`config.mk`:
```
export PLATFORM = sky130hd
export DESIGN_NAME = datapath_acc
export DESIGN_NICKNAME = d
export VERILOG_FILES = /design/src/rtl/proc_pkg.sv /design/src/rtl/datapath_acc_alu.sv /design/src/rtl/datapath_acc.sv
export SDC_FILE = /design/constraint.sdc
export NUM_CORES = 1
export LEC_CHECK = 0
export ABC_AREA = 1
export CAP_MARGIN = 20
export CELL_PAD_IN_SITES_DETAIL_PLACEMENT = 1
export CELL_PAD_IN_SITES_GLOBAL_PLACEMENT = 1
export CORE_ASPECT_RATIO = 1.4
export CORE_MARGIN = 4
export CORE_UTILIZATION = 41
export CTS_CLUSTER_SIZE = 40
export DETAILED_ROUTE_END_ITERATION = 7
export PLACE_DENSITY = 0.75
export SLEW_MARGIN = 30
export SYNTH_ARGS = -nofsm -noshare
export SYNTH_HDL_FRONTEND = slang
export SYNTH_SLANG_ARGS = --single-unit
```
`constraint.sdc`:
```
create_clock -name clk -period 3.5 [get_ports clk]
set_input_delay 0.525 -clock clk [delete_from_list [all_inputs] [get_ports clk]]
set_output_delay 0.525 -clock clk [all_outputs]
set_load 0.03 [all_outputs]
```
`src/rtl/proc_pkg.sv`:
```
// Shared encodings for the accumulator processor: opcodes, ALU ops, ACC sources.
package proc_pkg;

    localparam logic [3:0] OP_ADD = 4'd0;
    localparam logic [3:0] OP_SUB = 4'd1;
    localparam logic [3:0] OP_AND = 4'd2;
    localparam logic [3:0] OP_XOR = 4'd3;
    localparam logic [3:0] OP_JMP = 4'd4;
    localparam logic [3:0] OP_JZ  = 4'd5;
    localparam logic [3:0] OP_STA = 4'd6;
    localparam logic [3:0] OP_LDA = 4'd7;
    localparam logic [3:0] OP_LDI = 4'd8;
    localparam logic [3:0] OP_IN  = 4'd9;
    localparam logic [3:0] OP_OUT = 4'd10;
    localparam logic [3:0] OP_HLT = 4'd11;

    typedef enum logic [1:0] {
        ALU_ADD = 2'b00,
        ALU_SUB = 2'b01,
        ALU_AND = 2'b10,
        ALU_XOR = 2'b11
    } alu_op_e;

    typedef enum logic [1:0] {
        ACC_ALU = 2'b00,
        ACC_RAM = 2'b01,
        ACC_IMM = 2'b10,
        ACC_IN  = 2'b11
    } acc_scr_e;

endpackage

```
`src/rtl/datapath_acc_alu.sv`:
```
// Combinational ALU: ACC op RAM word, result wraps to DW bits, no flags.
module alu
    import proc_pkg::*;
#(
    parameter int DW = 8
) (
    input  logic [DW-1:0] a,
    input  logic [DW-1:0] b,
    input  alu_op_e       op,
    output logic [DW-1:0] y
);

    // Operation select; add/sub simply truncate to DW bits
    always_comb begin
        y = '0;
        unique case (op)
            ALU_ADD: y = a + b;
            ALU_SUB: y = a - b;
            ALU_AND: y = a & b;
            ALU_XOR: y = a ^ b;
            default: y = '0;
        endcase
    end

endmodule

```
`src/rtl/datapath_acc.sv`:
```
// Accumulator-processor datapath: PC, IR, ACC, ROUT, data RAM and ALU,
// driven cycle by cycle by the controller's control word.
module datapath_acc
    import proc_pkg::*;
#(
    parameter int DW = 8,
    parameter int AW = 4
) (
    input  logic          clk,
    input  logic          rst,
    input  logic          pc_scr,
    input  logic          pc_ld,
    input  logic          pc_clr,
    input  logic          ir_ld,
    input  logic          ir_clr,
    input  logic [1:0]    acc_scr,
    input  logic          acc_ld,
    input  logic          acc_clr,
    input  logic [1:0]    alu_op,
    input  logic          rout_ld,
    input  logic          rout_clr,
    input  logic          wr_en,
    input  logic [AW+3:0] instr,
    input  logic [DW-1:0] in_data,
    output logic [AW-1:0] pc_addr,
    output logic [3:0]    opcode,
    output logic          acc_eq_zero,
    output logic [DW-1:0] rout,
    output logic [DW-1:0] acc_q
);

    logic [AW-1:0] pc;
    logic [AW+3:0] ir;
    logic [DW-1:0] acc;
    logic [DW-1:0] acc_d;
    logic [DW-1:0] ram_rd;
    logic [DW-1:0] alu_y;
    logic [AW-1:0] opnd;

    // Data RAM is deliberately not reset so contents survive a mid-run reset
    logic [DW-1:0] mem [2**AW];

    assign opnd   = ir[AW-1:0];
    assign ram_rd = mem[opnd];

    alu #(.DW(DW)) u_alu (
        .a  (acc),
        .b  (ram_rd),
        .op (alu_op_e'(alu_op)),
        .y  (alu_y)
    );

    // ACC source select
    always_comb begin
        acc_d = alu_y;
        unique case (acc_scr_e'(acc_scr))
            ACC_ALU: acc_d = alu_y;
            ACC_RAM: acc_d = ram_rd;
            ACC_IMM: acc_d = DW'(opnd);
            ACC_IN:  acc_d = in_data;
            default: acc_d = alu_y;
        endcase
    end

    // PC: clear beats load; load takes PC+1 (wrapping) or the IR operand
    always_ff @(posedge clk or negedge rst) begin
        if (!rst)        pc <= '0;
        else if (pc_clr) pc <= '0;
        else if (pc_ld)  pc <= pc_scr ? opnd : pc + 1'b1;
    end

    // IR: captures the word fetched at the current PC
    always_ff @(posedge clk or negedge rst) begin
        if (!rst)        ir <= '0;
        else if (ir_clr) ir <= '0;
        else if (ir_ld)  ir <= instr;
    end

    // ACC register
    always_ff @(posedge clk or negedge rst) begin
        if (!rst)         acc <= '0;
        else if (acc_clr) acc <= '0;
        else if (acc_ld)  acc <= acc_d;
    end

    // ROUT: output latch of ACC
    always_ff @(posedge clk or negedge rst) begin
        if (!rst)          rout <= '0;
        else if (rout_clr) rout <= '0;
        else if (rout_ld)  rout <= acc;
    end

    // RAM write takes pre-edge ACC; reads of the same address see old data until next cycle
    always_ff @(posedge clk) begin
        if (wr_en) mem[opnd] <= acc;
    end

    assign pc_addr     = pc;
    assign opcode      = ir[AW+3:AW];
    assign acc_eq_zero = (acc == '0);
    assign acc_q       = acc;

endmodule

```
==> impl_results.md, run 1 <==
* Run status: finished with violations
* Failing checks: negative setup slack
* Die area at 0.0203 sq mm
* DR vias at 5,997
* Worst-skew pair later-pin latency at 0.43 ns
* Register-to-register setup slack at -0.07 ns
* Max VDD drop at 0.358 mV
* DR DRC count at 0
* Core Area at 0.0175 sq mm
* Total power at 4.83 mW
* Clk buf depth at 2
* Clk pin slew, worst setup/hold paths at 0.07 ns
* IO buf count at 56
* P_leak at 4.03 nW
* CP arrival at 3.88 ns
* Synth unique cells at 32
* Flops & latches, synth at 156
* I/O Pins at 57
* Endpoints failing hold at 0
* Sequential area share after synthesis at 0.613
* Routed Antenna Nets at 0
* Clock root cell: clkbuf_16
* Worst Setup Start Kind: flip-flop
* Final Cycle Share at 1.02
* Drt wl/cell at 20.7 microns
* Class of the worst hold path: in -> async
* Sequential Area at 0.00455 sq mm
* Endpoint of the worst register-to-register path: acc_q[7]
* Row count at 57
* Max cap viols at 0
* Least-Margin Pin Slew at 0.881 ns
* Crit Path Class: reg -> reg
* Syn Nets at 825
* Worst slew margin at 0.410
* Worst setup path end: acc_q[7]
* CP Launch Point: ir[0]
* Inserted Clock Buffers at 17
* Worst r2r src: ir[0]
* Area Growth Syn to Fin at 27.5%
* Power Density at 511 mW/mm^2
* Post-layout min period at 3.57 ns
* Chip width at 122 microns
* Vias per inst at 5.27
* Setup Skew at 0.0122 ns
* # hold bufs at CTS at 0
* Antenna violations before repair at 0
* Mapped Area at 0.00741 sq mm
* Max frequency at 280 MHz
* 1st-iter DRT viols at 331
* Pre-antenna DRT Iters at 5
* WP buf/inv at 4
* Worst R2R Path Depth at 28
* RSZ-0062 raised after global routing: true
* Fillers at 2,025
* Clk sinks at 156
* PnR worst setup slack at -0.0669 ns
* Ant diodes at 0
* Final nets at 939
* GRT overflow at 0
* Placed Cells at 1,089
* Total GRT Usage at 0.229
* Detailed-placement wirelength estimate at 16.3 mm
* Routed WL at 23.5 mm
* Mapped Cells at 775
* Proportion of layout cells with a drive suffix above 1 at 0.184
* Largest stage delay, worst path at 0.46 ns
* Slew Viols, Final at 0
* Cell mode on critical path: nand2_1
* CTS tree: done
* CP Capture Type: flip-flop
* Placer Congestion at 0.864
* Vias in the first global route at 6,576
* H-tree depth at 4
* Crit Path Max Fanout at 6
* Slowest-stage cell, CP: dfrtp_2
* Pin count of the biggest net entering global routing at 29
* Required @ worst endpoint at 3.81 ns
* Die Y at 167 microns
* Final setup fails at 3
* Non-Filler Instances at 1,138
* CP top delay family: simple AND/OR/NAND/NOR gates
* Footprint of the multi-input gates at 0.00264 sq mm
* YS warnings at 0
* Initial Util at 0.422
* Critical Path Stages at 28
* Synth Area per Inst at 9.56 sq um
* Global-route wire length before repair at 35.4 mm
* Pre-CTS WS at -0.170 ns
* Placed cell area at 0.00848 sq mm
* Final instance area at 0.00945 sq mm
==> repair_timing <==
action | CTS | global route
pin swaps | 11 | 34
setup endpoints to repair | 2 | 4
buffers inserted | 10 | 7
gates cloned | 1 | 1
resized for setup | 19 | 66
==> power breakdown <==
group          internal [mW]  switching (mW)  total (mW)
sequential              2.06          0.0333        2.10
combinational          0.374           0.566       0.940
clock                  0.949           0.843        1.79
==> synthesized netlist by cell type (all sizes together) <==
library cell    n  area, sq um
a31oi           1         6.26
buf            20          153
a21o            1         7.51
nor2           46          203
a21oi          12         60.1
nand2         346         1300
o22ai          12         75.1
xor2            6         52.6
inv            69          264
a221oi          2         17.5
o211ai          4         30.0
a211oi          1         7.51
o21ai          27          135
dfrtp          28          701
o22a            2         17.5
nand3          26          130
o221ai          4         35.0
edfxtp        128         3840
ha             17          213
o32ai           3         26.3
xnor2           3         26.3
fa              1         20.0
nand4           7         43.8
or2             4         25.0
clkbuf          5         18.8
==> worst min-delay path by stage <==
stage          startpoint        to  slack, ns  cells after the start
2_1_floorplan         rst  acc_q[0]       0.23                      0
3_3_place_gp        ir[6]     ir[6]       0.53                      2
3_5_place_dp      rout[2]   rout[2]       0.53                      2
4_1_cts               rst  acc_q[7]       0.49                      2
5_1_grt               rst  acc_q[7]       0.50                      2
6_report              rst  acc_q[7]       0.49                      2
==> flip-flops by register name, summed over array words and instances (netlist names) <==
signal and flops:
ir 8, mem 128, pc_addr 4, acc_q 8
rout 8
==> cell families after synthesis <==
family | count (synthesis) | share of synthesized area
simple gates | 429 | 0.230
buf+inv | 94 | 0.0587
compound gates | 69 | 0.0564
fa+ha+maj | 18 | 0.0314
flops | 156 | 0.613
xor+xnor | 9 | 0.0106
==> placed cells by master, fill, tap and decap left out, types with 3 or more instances in the layout <==
master,instances
nand2_2,25
o22ai_1,12
buf_4,53
ha_1,15
nor2_4,6
nand4_1,7
nand2_1,317
nor2_1,35
nand2_4,4
dfrtp_1,26
clkbuf_16,18
xor2_1,6
xnor2_1,3
o211ai_1,4
o21ai_1,3
nor2_2,5
clkinvlp_4,3
a21oi_1,9
edfxtp_1,128
clkdlybuf4s50_1,56
inv_4,3
or2_2,3
nand3_1,24
o32ai_1,3
inv_2,7
o21ai_0,21
buf_6,5
inv_1,58
inv_6,6
inv_8,5
==> routing by layer <==
| metal | GRT usage | vias up | part of all wire |
|---|---|---|---|
| met5 | 0 | - | 0 |
| met4 | 0.101 | 0 | 0.033 |
| met3 | 0.0361 | 52 | 0.041 |
| met2 | 0.423 | 203 | 0.55 |
| met1 | 0.257 | 2961 | 0.37 |
| li1 | - | 2781 | - |
==> per-stage QoR <==
step                hold slack (ns)   util  setup TNS [ns]
finish                        0.489  0.539          -0.128
global route                  0.497  0.539          -0.797
CTS                           0.485  0.526               0
detailed placement            0.534  0.483          -0.173
global placement              0.526  0.483               0
floorplan                     0.229      -               0
==> final cells by class <==
cell class	instances	share of cell area
inverter	69	0.0295
sequential	156	0.481
clock inverter	15	0.0156
tap	236	0.0312
multi-input combinational	525	0.279
timing repair buffer	119	0.117
clock buffer	17	0.0450
timing repair inverter	1	0.000927
Note: power is estimated with default switching activity, not from simulation.
==> inputs of run 2 (changes only) <==
--- a/config.mk
+++ b/config.mk
@@ -9,13 +9,11 @@
 export CAP_MARGIN = 20
 export CELL_PAD_IN_SITES_DETAIL_PLACEMENT = 1
 export CELL_PAD_IN_SITES_GLOBAL_PLACEMENT = 1
-export CORE_ASPECT_RATIO = 1.4
 export CORE_MARGIN = 4
 export CORE_UTILIZATION = 41
 export CTS_CLUSTER_SIZE = 40
 export DETAILED_ROUTE_END_ITERATION = 7
 export PLACE_DENSITY = 0.75
-export SLEW_MARGIN = 30
 export SYNTH_ARGS = -nofsm -noshare
 export SYNTH_HDL_FRONTEND = slang
 export SYNTH_SLANG_ARGS = --single-unit
==> constraint.sdc (replaced) <==
create_clock -name clk -period 3.2 [get_ports clk]
set_input_delay 0.48 -clock clk [delete_from_list [all_inputs] [get_ports clk]]
set_output_delay 0.48 -clock clk [all_outputs]
set_load 0.03 [all_outputs]
==> impl_results.md, run 2 (synthesis gave the netlist of run 1 again) <==
* Post-layout min period at 3.42 ns
* CP Capture Type: flip-flop
* Worst Setup Start Kind: flip-flop
* Switching pwr at 1.51 mW
* H-tree depth at 4
* Drt wl/cell at 20.5 microns
* Total GRT Usage at 0.240
* Proportion of layout cells with a drive suffix above 1 at 0.188
* Clock power share at 0.378
* Pre-antenna DRT Iters at 5
* Final Hold Slack at 0.476 ns
* I/O Pins at 57
* Class of the worst hold path: in -> async
* Area Growth Syn to Fin at 29.5%
* Placer Congestion at 0.900
* Max FFs per register at 128
* GRT overflow at 0
* PnR worst setup slack at -0.220 ns
* Die area at 0.0203 sq mm
* Commonest cells after routing, fill and taps aside: nand2_1 (333), edfxtp_1 (128), buf_4 (80)
* Clk pin slew, worst setup/hold paths at 0.06 ns
* Antenna violations before repair at 0
* Largest stage delay, worst path at 0.43 ns
* Failing checks: negative setup slack
* Endpoints failing hold at 0
* Vias per inst at 5.23
* Crit Path Class: reg -> reg
* Biggest register: mem
* Max cap viols at 0
* Sw Ratio at 0.276
* Final nets at 965
* Worst slew margin at 0.350
* Row count at 48
* Global-route wire length before repair at 36.7 mm
* Detailed-placement wirelength estimate at 16.1 mm
* Routed Antenna Nets at 0
* Initial Util at 0.424
* P_leak at 4.18 nW
* Seq pwr share at 0.420
* Most common cell after layout, fill and taps aside: nand2_1
* DR vias at 6,033
* Slowest-stage cell, CP: dfrtp_2
* Core Area at 0.0175 sq mm
* Inserted Clock Buffers at 17
* DR DRC count at 0
* Vias in the first global route at 6,585
* Clock root cell: clkbuf_16
* Power Internal at 3.95 mW
* Routed WL at 23.6 mm
* Max VDD drop at 0.394 mV
* Comb pwr share at 0.202
* Clk sinks at 156
* Cell mode on critical path: nand2_1
* Required @ worst endpoint at 3.56 ns
* Chip width at 142 microns
* CP arrival at 3.78 ns
* Setup Skew at 0.0112 ns
* Clk buf depth at 2
* Final Cycle Share at 1.07
* Pin count of the biggest net entering global routing at 21
* Ant diodes at 0
* Die Y at 142 microns
* Max frequency at 292 MHz
* Final setup fails at 6
* # hold bufs at CTS at 0
* RSZ-0062 raised after global routing: true
* 1st-iter DRT viols at 309
* Crit Path Max Fanout at 7
* Worst-skew pair later-pin latency at 0.44 ns
* Power Density at 569 mW/mm^2
* IO buf count at 56
* Fillers at 1,928
* Run status: finished with violations
* Least-Margin Pin Slew at 0.972 ns
* Slew Viols, Final at 0
* CTS tree: done
* Pre-CTS WS at -0.196 ns
==> run 2: layout make-up <==
cell class,count,area [sq um],share of cell area
Clock buffer,20,467,0.0486
Clock inverter,12,135,0.0141
Inverter,69,269,0.0280
Multi-Input combinational cell,525,2570,0.268
Sequential cell,156,4550,0.474
Tap cell,225,282,0.0293
Timing Repair Buffer,146,1330,0.138
==> run 2: power by group through the flow <==
stage / registers [mW] / clock network (mW) / logic, mW
floorplan: 2.37 / 0 / 0.461
global placement: 2.33 / 0 / 0.873
detailed placement: 2.34 / 0 / 0.903
CTS: 2.29 / 2.09 / 1.02
global route: 2.30 / 2.20 / 1.20
finish: 2.29 / 2.06 / 1.10
==> run 2: worst max-delay path: cells and delay by family, from the launching register on <==
family / cells / cell delay, ns
simple gates: 16 / 1.34
buf+inv: 5 / 0.56
fa+ha+maj: 2 / 0.50
flops: 1 / 0.43
compound gates: 4 / 0.34
xor+xnor: 1 / 0.19
==> run 2: stage by stage <==
stage | TNS, ns | std cells | total power, mW | util | instance area, sq um
4_1_cts | -0.217 | 1149 | 5.41 | 0.544 | 9510
6_report | -0.781 | 1153 | 5.46 | 0.549 | 9600
2_1_floorplan | 0 | 775 | 2.83 | - | 7420
3_3_place_gp | -0.120 | 1098 | 3.21 | 0.494 | 8630
3_5_place_dp | -0.554 | 1098 | 3.24 | 0.494 | 8630
5_1_grt | -1.98 | 1153 | 5.70 | 0.549 | 9600
==> run 2: timing repair <==
item	CTS	global route
resized for setup	40	20
setup buffers	18	5
endpoints found under the hold margin	0	0
gates cloned	1	0
pin swaps	15	12
setup endpoints to repair	4	6
==> run 2: final timing paths <==
path	start	end	slack, ns	cells after the start
min in group clk	rout[2]	rout[2]	0.54	2
max reg2reg	ir[0]	acc_q[6]	-0.22	28
max in group asynchronous	rst	rout[4]	2.02	2
min	rst	ir[2]	0.48	1
min reg2reg	rout[2]	rout[2]	0.54	2
max	ir[0]	acc_q[6]	-0.22	28
==> run 2: layer usage <==
layer / track usage / vias up / part of all wire
li1: - / 2829 / -
met1: 0.308 / 3004 / 0.43
met2: 0.412 / 162 / 0.51
met3: 0.0417 / 38 / 0.043
met4: 0.0840 / 0 / 0.025
met5: 0 / - / 0
==> inputs of run 3 (changes only) <==
--- a/config.mk
+++ b/config.mk
@@ -10,10 +10,11 @@
 export CELL_PAD_IN_SITES_DETAIL_PLACEMENT = 1
 export CELL_PAD_IN_SITES_GLOBAL_PLACEMENT = 1
 export CORE_MARGIN = 4
-export CORE_UTILIZATION = 41
+export CORE_UTILIZATION = 43
+export CTS_BUF_LIST = sky130_fd_sc_hd__clkbuf_4 sky130_fd_sc_hd__clkbuf_8
 export CTS_CLUSTER_SIZE = 40
 export DETAILED_ROUTE_END_ITERATION = 7
-export PLACE_DENSITY = 0.75
+export PLACE_DENSITY = 0.78
 export SYNTH_ARGS = -nofsm -noshare
 export SYNTH_HDL_FRONTEND = slang
 export SYNTH_SLANG_ARGS = --single-unit
==> impl_results.md, run 3 (synthesis gave the netlist of run 1 again) <==
* Worst-skew pair later-pin latency at 0.46 ns
* Inserted Clock Buffers at 17
* Worst slew margin at 0.363
* Power Density at 535 mW/mm^2
* Setup Skew at 0.00902 ns
* Endpoints failing hold at 0
* Final setup fails at 6
* Total GRT Usage at 0.243
* Drt wl/cell at 20.3 microns
* Max FFs per register at 128
* Placed Cells at 1,102
* DR DRC count at 0
* Total power at 5.02 mW
* Antenna violations before repair at 0
* IO buf count at 56
* Switching pwr at 1.51 mW
* Vias per inst at 5.35
* Most common cell after layout, fill and taps aside: nand2_1
* Clk pin slew, worst setup/hold paths at 0.09 ns
* DR vias at 6,124
* Failing checks: negative setup slack
* Die Y at 139 microns
* Seq pwr share at 0.457
* Vias in the first global route at 6,644
* Detailed-placement wirelength estimate at 16.2 mm
* Fillers at 1,884
* # hold bufs at CTS at 0
* P_leak at 4.09 nW
* Post-layout min period at 3.47 ns
* Run status: finished with violations
* Max VDD drop at 0.291 mV
* Pre-antenna DRT Iters at 5
* CP Capture Type: flip-flop
* GRT overflow at 0
* Area Growth Syn to Fin at 26.7%
* RSZ-0062 raised after global routing: true
* Final Cycle Share at 1.08
* Global-route wire length before repair at 36.5 mm
* Crit Path Class: reg -> reg
* Sequential Area at 0.00455 sq mm
* Chip width at 139 microns
* PnR worst setup slack at -0.266 ns
* Register-to-register setup slack at -0.27 ns
* Row count at 47
* Pin count of the biggest net entering global routing at 21
* Clock power share at 0.327
* Routed Antenna Nets at 0
* Max frequency at 289 MHz
* Routed WL at 23.2 mm
* Power Internal at 3.52 mW
* Pre-CTS WS at -0.354 ns
* Comb pwr share at 0.216
* Clock root cell: clkbuf_8
* 1st-iter DRT viols at 472
* Proportion of layout cells with a drive suffix above 1 at 0.186
* Slew Viols, Final at 0
* Sw Ratio at 0.300
* Clk buf depth at 2
* Placer Congestion at 0.932
* I/O Pins at 57
* Final nets at 961
* Crit Path Max Fanout at 6
* Max cap viols at 0
* H-tree depth at 4
* Biggest register: mem
* CTS tree: done
* Least-Margin Pin Slew at 0.952 ns
* CP arrival at 3.83 ns
* Class of the worst hold path: in -> async
* Clk sinks at 156
* Ant diodes at 0
* Core Area at 0.0168 sq mm
* Initial Util at 0.442
* Required @ worst endpoint at 3.57 ns
* Commonest cells after routing, fill and taps aside: nand2_1 (336), edfxtp_1 (128), buf_4 (78)
* Non-Filler Instances at 1,144
* Worst Setup Start Kind: flip-flop
* Die area at 0.0194 sq mm
* Footprint of the multi-input gates at 0.00259 sq mm
run 3: cell count changes in the layout (fill, tap and decap cells not counted), moves of 2 or more:
cell / previous run / this run
clkbuf_16: 17 / 0
clkbuf_8: 3 / 17
inv_8: 1 / 4
nand2_1: 333 / 336
nand2_2: 12 / 9
nand3_1: 25 / 22
nand3_2: 1 / 4
buf_4: 80 / 78
clkinvlp_4: 3 / 1
inv_2: 8 / 6
o21ai_2: 2 / 4
o221ai_1: 3 / 1
o221ai_2: 1 / 3
run 3: power groups by stage:
stage | Combinational, mW | Sequential, mW | Clock, mW
6_report | 1.08 | 2.30 | 1.64
5_1_grt | 1.17 | 2.30 | 1.76
4_1_cts | 1.03 | 2.29 | 1.66
3_5_place_dp | 0.902 | 2.34 | 0
3_3_place_gp | 0.855 | 2.34 | 0
2_1_floorplan | 0.461 | 2.37 | 0
run 3: final timing paths:
kind / startpoint / endpoint / cells past startpoint
min in group clk: rout[3] / rout[3] / 2
worst min-delay path: rst / rout[2] / 1
worst max-delay path: ir[0] / acc_q[7] / 26
worst max register to register: ir[0] / acc_q[7] / 26
max in group asynchronous: rst / rout[0] / 2
worst min register to register: rout[3] / rout[3] / 2
run 3: layer usage:
| metal | up-vias | GRT usage | wire length (microns) | part of all wire |
|---|---|---|---|---|
| met5 | - | 0 | 0 | 0 |
| met4 | 0 | 0.0618 | 439 | 0.019 |
| met3 | 37 | 0.0367 | 1190 | 0.051 |
| met2 | 194 | 0.419 | 11800 | 0.51 |
| met1 | 3068 | 0.324 | 9820 | 0.42 |
| li1 | 2825 | - | - | - |
run 3: stage by stage:
| step | hold slack, ns | util | instance area, sq um | setup TNS [ns] |
|---|---|---|---|---|
| 6_report | 0.508 | 0.560 | 9390 | -1.01 |
| 5_1_grt | 0.554 | 0.560 | 9390 | -1.99 |
| 4_1_cts | 0.501 | 0.557 | 9330 | -0.410 |
| 3_5_place_dp | 0.531 | 0.518 | 8680 | -1.23 |
| 3_3_place_gp | 0.526 | 0.518 | 8680 | -0.268 |
| 2_1_floorplan | 0.184 | - | 7420 | 0 |
run 3: what timing repair did:
action | 4_1_cts | 5_1_grt
setup buffers | 10 | 2
endpoints found under the setup margin | 6 | 6
gates resized for setup | 41 | 17
pin swaps | 24 | 23
cloned | 0 | 0
run 3: final cells by class:
cell class              count  share of cell area
multi-input cells         525               0.276
clock inverters            15              0.0219
repair buffers            142               0.135
flip-flops and latches    156               0.484
well taps                 220              0.0293
clock buffers              17              0.0249
inverters                  69              0.0289
run 3: critical path: stages, from the launching register on:
cell and delay [ns]:
dfrtp_2 0.51, buf_12 0.17, buf_12 0.12, nand2_2 0.05
nand2_2 0.05, nand2_2 0.06, nand2_2 0.08, nand2_2 0.10
nand2_2 0.07, nor2_4 0.14, buf_6 0.12, buf_4 0.12
nand2_1 0.09, buf_4 0.15, nor2_2 0.11, a21oi_1 0.09
xor2_1 0.15, ha_1 0.36, a21o_1 0.23, a21oi_2 0.16
inv_1 0.05, nand2_1 0.07, nand3_2 0.06, nand2_1 0.08
nand2_1 0.05, nand2_1 0.08, nand2_1 0.05
==> variant 1, RTL diff (config.mk and constraints of run 3) <==
Change the parameter `AW` from 4 to 3.
--- a/src/rtl/datapath_acc.sv
+++ b/src/rtl/datapath_acc.sv
@@ -4,7 +4,7 @@
     import proc_pkg::*;
 #(
     parameter int DW = 8,
-    parameter int AW = 4
+    parameter int AW = 3
 ) (
     input  logic          clk,
     input  logic          rst,
Interface: changed (resized instr and pc_addr); port bits go from 57 to 55. The function was not compared with the original's and may differ.
==> variant 1 against run 3 <==
Via count down 31%. Combinational power down 15%. Die area shrank 34%. Clock skew rose by 3.8 ps. Fmax increased by 9.1%. Setup slack better by 290 ps. Area after synthesis down 36%. Cell area decreased by 31%. Routed wire length fell by 30%. Sequential cell count is 66 lower. Total power down 38%. First-iteration DRC count is 49% lower.
==> variant 1: results (changes against run 3) <==
| Metric | Value |
|---|---|
| Status | complete, no violations |
| Fillers | 1,239 (-34%) |
| Drt first pass iters | 7 (+2) |
| Largest net degree at the start of global routing | 27 (+29%) |
| Deepest clock path buffer count | 2 (unchanged) |
| Crit path largest cell delay | 470 ps (-40 ps) |
| VDD IR max | 0.253 mV (-13%) |
| TritonCTS buffer count | 9 (-8) |
| Mapped Nets | 572 (-31%) |
| Top cells by count, synth | nand2_1, inv_1, edfxtp_1 |
| Synth top area cells | edfxtp_1, dfrtp_1, nand2_1, inv_1, ha_1 |
| Critical Path AT | 3430 ps (-400 ps) |
| Max reg flops | 64 (-50%) |
| Vias in the first global route | 4,617 (-31%) |
| Setup slack, reg-to-reg | 20 ps (+290 ps) |
| Routed vias | 4,227 (-31%) |
| Hpwl dp | 10.4 mm (-36%) |
| Share of layout cells above drive strength 1 | 24.5% (+5.9 points) |
| CTS Root Cell | clkbuf_8 |
| Skew final | 12.8 ps (+3.80 ps) |
| First-pass GRT wire length | 24.5 mm (-33%) |
| R2r worst-path depth | 22 (-15%) |
| Setup crit end | acc_q[7] |
| CP max-delay cell | dfrtp_2 |
| Seq/Total Area, Yosys | 53.9% (-7.4 points) |
| Post-synth EDFFs | 64 (-50%) |
| Synth cell types | 39 (+22%) |
| Pleak | 0.00287 uW (-30%) |
| Slew Limit Headroom | 40.0% (+3.8 points) |
| Wirelength, routed | 16.3 mm (-30%) |
| Reg with most FFs | mem |
| NumNets Final | 680 (-29%) |
| Port-buffer cells | 54 (-3.6%) |
| Worst-Skew Late Latency | 370 ps (-90 ps) |
| Gpl congestion | 0.941 (+1.0%) |
| GRT Util Overall | 24.8% (+0.52 points) |
| DRT iter0 DRCs | 241 (-49%) |
| H-tree depth | 3 (-1) |
| Post-synth ARST share | 28.9% (+11 points) |
| CP Max Fanout | 4 (-2) |
-- variant 1: cell types whose count changed in the layout (fill, tap and decap cells not counted), sizes merged, moves of 8 or more --
cell / delta
buf: -33
o21ai: -8
nand2: -201
edfxtp: -64
inv: +20
-- variant 1: repair_timing --
item	in CTS	in global routing
endpoints found under the setup margin	4	5
pin swaps	9	34
hold endpoints to repair	0	0
buffers inserted	9	12
cloned	4	1
gates resized for setup	26	63
-- variant 1: how the worst min path moves through the flow --
stage,slack (ps),cells after the start,startpoint,end
6_report,490,2,rst,ir[4]
4_1_cts,500,2,rst,pc_addr[1]
3_5_place_dp,530,2,rout[1],rout[1]
3_3_place_gp,530,2,rout[4],rout[4]
5_1_grt,530,2,rst,ir[4]
2_1_floorplan,180,0,rst,acc_q[0]
-- variant 1: final cells by class --
type | count | area, sq um | share of cell area (%)
Timing Repair Buffer | 111 | 1130 | 17.4
Timing Repair inverter | 1 | 7.51 | 0.116
Tap cell | 140 | 175 | 2.71
Multi-Input combinational cell | 323 | 1990 | 30.8
Clock buffer | 11 | 139 | 2.15
Clock inverter | 5 | 77.6 | 1.20
Inverter | 95 | 364 | 5.64
Sequential cell | 90 | 2570 | 39.9
-- variant 1: metrics by stage --
stage                     worst slack (ps)  TNS (ps)  instances  hold WS, ps  instance area (sq um)
after floorplan                        140         0        523          184                   4770
after global placement                -105      -124        734          526                   5640
after detailed placement              -210      -444        734          526                   5640
after CTS                            0.333         0        763          499                   6120
after global routing                  -140      -446        776          534                   6450
final                                 22.8         0        776          489                   6450
-- variant 1: logic make-up after synthesis --
family	count (synthesis)	share of synthesized area, %
adders and majority gates	18	4.87
and+or+nand+nor	227	20.6
AOI/OAI and AO/OA	71	9.22
buffers and inverters	110	10.1
xor gates and xnor gates	7	1.28
DFF	90	53.9
-- variant 1: worst register-to-register path, delay by kind of cell (launching register included) --
family	cells	cell delay (ps)
XOR/XNOR	1	180
AND/OR/NAND/NOR	13	1120
adder cells (fa/ha/maj)	1	350
flip-flops	1	470
AO/OA/AOI/OAI	3	300
buffers and inverters	4	630
-- variant 1: report_power, final --
part,switching [uW],leakage [uW],internal [uW]
registers,40.2,0.000957,1290
clock network,422,0.000115,458
logic,516,0.00179,402
total,978,0.00287,2150
-- variant 1: metal layers --
layer / up-vias / GRT usage (%) / wire [um]
met5: - / 0 / 0
met4: 0 / 8.65 / 477
met3: 43 / 4.30 / 714
met2: 138 / 44.3 / 8750
met1: 2122 / 30.3 / 6410
li1: 1924 / - / -
==> variant 2, RTL diff (settings of run 3) <==
Without the edit above. Add an input register stage for `instr`, cleared by the reset; this delays it by one clock. The other inputs are not delayed to match.
--- a/src/rtl/datapath_acc.sv
+++ b/src/rtl/datapath_acc.sv
@@ -28,6 +28,16 @@
     output logic [DW-1:0] rout,
     output logic [DW-1:0] acc_q
 );
+
+    logic [AW+3:0] instr_q;
+
+    always_ff @(posedge clk or negedge rst) begin
+        if (!rst) begin
+            instr_q <= '0;
+        end else begin
+            instr_q <= instr;
+        end
+    end
 
     logic [AW-1:0] pc;
     logic [AW+3:0] ir;
@@ -73,7 +83,7 @@
     always_ff @(posedge clk or negedge rst) begin
         if (!rst)        ir <= '0;
         else if (ir_clr) ir <= '0;
-        else if (ir_ld)  ir <= instr;
+        else if (ir_ld)  ir <= instr_q;
     end
 
     // ACC register
Formal check against the unedited RTL: not equivalent (a bounded check fails within 4 cycles, from zero or initial values and one cycle with rst low).
==> variant 2 against run 3 <==
The flow still finishes with violations (setup timing). Sequential cell count up 8. Setup slack better by 85 ps. Fmax up 2.5%. Cell area up 1.7%. Non-clock buffer count unchanged. Clock power down 7%. Sequential power up 4%. Clock skew up 9.4 ps. Total power down 0.14%. Area after synthesis up 2.7%. Routed wire length up 0.81%. Utilization down 0.80 points. Critical endpoint is now acc_q[5]. Highest routed layer unchanged.
==> variant 2: results (changes against run 3) <==
| Metric | Value |
|---|---|
| Placed cell area | 8860 sq um (+2.1%) |
| Hpwl dp | 16.2 mm (+0.13%) |
| Largest net degree at the start of global routing | 37 (+76%) |
| First-pass GRT wire length | 36.9 mm (+1.1%) |
| Met1 WL | 9.63 mm (-2.0%) |
| VDD IR max | 0.259 mV (-11%) |
| Synth cell types | 34 (+6.3%) |
| Post-Synthesis Cells | 782 (+0.90%) |
| Skew final | 18.4 ps (+9.35 ps) |
| Pre-CTS setup slack | -356 ps (-1.46 ps) |
| Critical Path AT | 3740 ps (-90 ps) |
| Synth top area cells | edfxtp_1, nand2_1, dfrtp_1, inv_1, ha_1 |
| CP Max Fanout | 14 (+8) |
| Wirelength, routed | 23.4 mm (+0.81%) |
| Fin Setup TNS | -626 ps (+387 ps) |
| DRT iter0 DRCs | 479 (+1.5%) |
| Top cells by count, synth | nand2_1, edfxtp_1, inv_1 |
| Slew Limit Headroom | 43.0% (+6.7 points) |
| Status | finished with violations |
| Worst setup margin | -181 ps (+85.0 ps) |
| Share of layout cells above drive strength 1 | 19.0% (+0.40 points) |
| Fillers | 1,946 (+3.3%) |
| Gpl congestion | 0.907 (-2.7%) |
| Setup violators final | 4 (-2) |
| NumNets Final | 968 (+0.73%) |
| DR WL met3 | 1.22 mm (+2.8%) |
| Dpl cells | 1,110 (+0.73%) |
| Final non-filler cell total | 1,156 (+1.0%) |
| Class of the worst hold path | input port to async pin |
| Violated checks | setup timing |
| Via density | 5.37 (+0.35%) |
| Post-synth ARST share | 22.0% (+4.0 points) |
| GRT Util Overall | 24.2% (-0.13 points) |
| Seq/Total Area, Yosys | 62.3% (+1.0 points) |
| Deepest clock path buffer count | 2 (unchanged) |
| Reg with most FFs | mem |
| Vias in the first global route | 6,800 (+2.3%) |
| Met2 WL | 11.8 mm (about the same) |
| Pleak | 0.00417 uW (+2.0%) |
[variant 2: worst max-delay path: stages, from the launching register on]
cell,delay [ps]
dfrtp_2,460
buf_4,210
nand2_1,70
nand2_1,50
nand2_1,70
nand2_1,90
nand2_1,110
nand2_2,90
nor2_4,150
ha_4,170
nor2_4,40
xor2_1,160
ha_1,360
a21oi_2,190
o21ai_2,90
nand2_1,60
nand2_1,60
nand2_2,70
buf_4,100
a21boi_0,80
o21ai_1,180
a21oi_2,90
o41ai_2,340
[variant 2: cells by family (layout without fill, tap and decap cells)]
logic type      Yosys count  count (layout)  synth area share [%]
flops                   164             164                  62.3
simple gates            429             429                  22.4
compound gates           69              69                  5.70
buf+inv                  95             244                  5.69
xor+xnor                  7               7                 0.805
fa+ha+maj                18              18                  3.06
[variant 2: stage by stage]
| stage | power (uW) | hold slack (ps) | util [%] |
|---|---|---|---|
| CTS | 4930 | 425 | 54.5 |
| detailed placement | 3330 | 478 | 51.2 |
| global placement | 3280 | 468 | 51.2 |
| global route | 5230 | 436 | 55.2 |
| finish | 5020 | 449 | 55.2 |
| floorplan | 2920 | 184 | - |
[variant 2: report_power, final]
group	switching, uW	internal, uW	total (uW)
Sequential	41.7	2360	2400
Clock	836	686	1520
Combinational	636	457	1090
[variant 2: final timing paths]
kind                            start          to  slack (ps)  depth (start not counted)
setup / recovery                ir[0]    acc_q[5]        -180                         22
hold / removal                    rst     rout[4]         450                          2
setup reg to reg                ir[0]    acc_q[5]        -180                         22
hold reg to reg            instr_q[3]       ir[3]         500                          2
max in group asynchronous         rst       ir[0]        2370                          2
min in group clk             instr[0]  instr_q[0]         460                          1
[variant 2: per-layer routing]
metal,vias to the layer above,track usage [%]
li1,2849,-
met1,3063,30.2
met2,235,41.7
met3,63,4.00
met4,0,10.0
met5,-,0
[variant 2: timing repair]
action | CTS | global route
setup endpoints to repair | 5 | 6
hold endpoints to repair | 0 | 0
resized for setup | 35 | 22
pin swaps | 27 | 19
buffers inserted | 9 | 5
[variant 2: area by class of cell]
class	instances	area share, %
clock buffer	19	2.74
clock inverter	13	1.40
inverter	70	2.80
multi-input combinational	523	27.4
sequential	164	49.7
tap	225	2.95
timing repair buffer	142	13.0
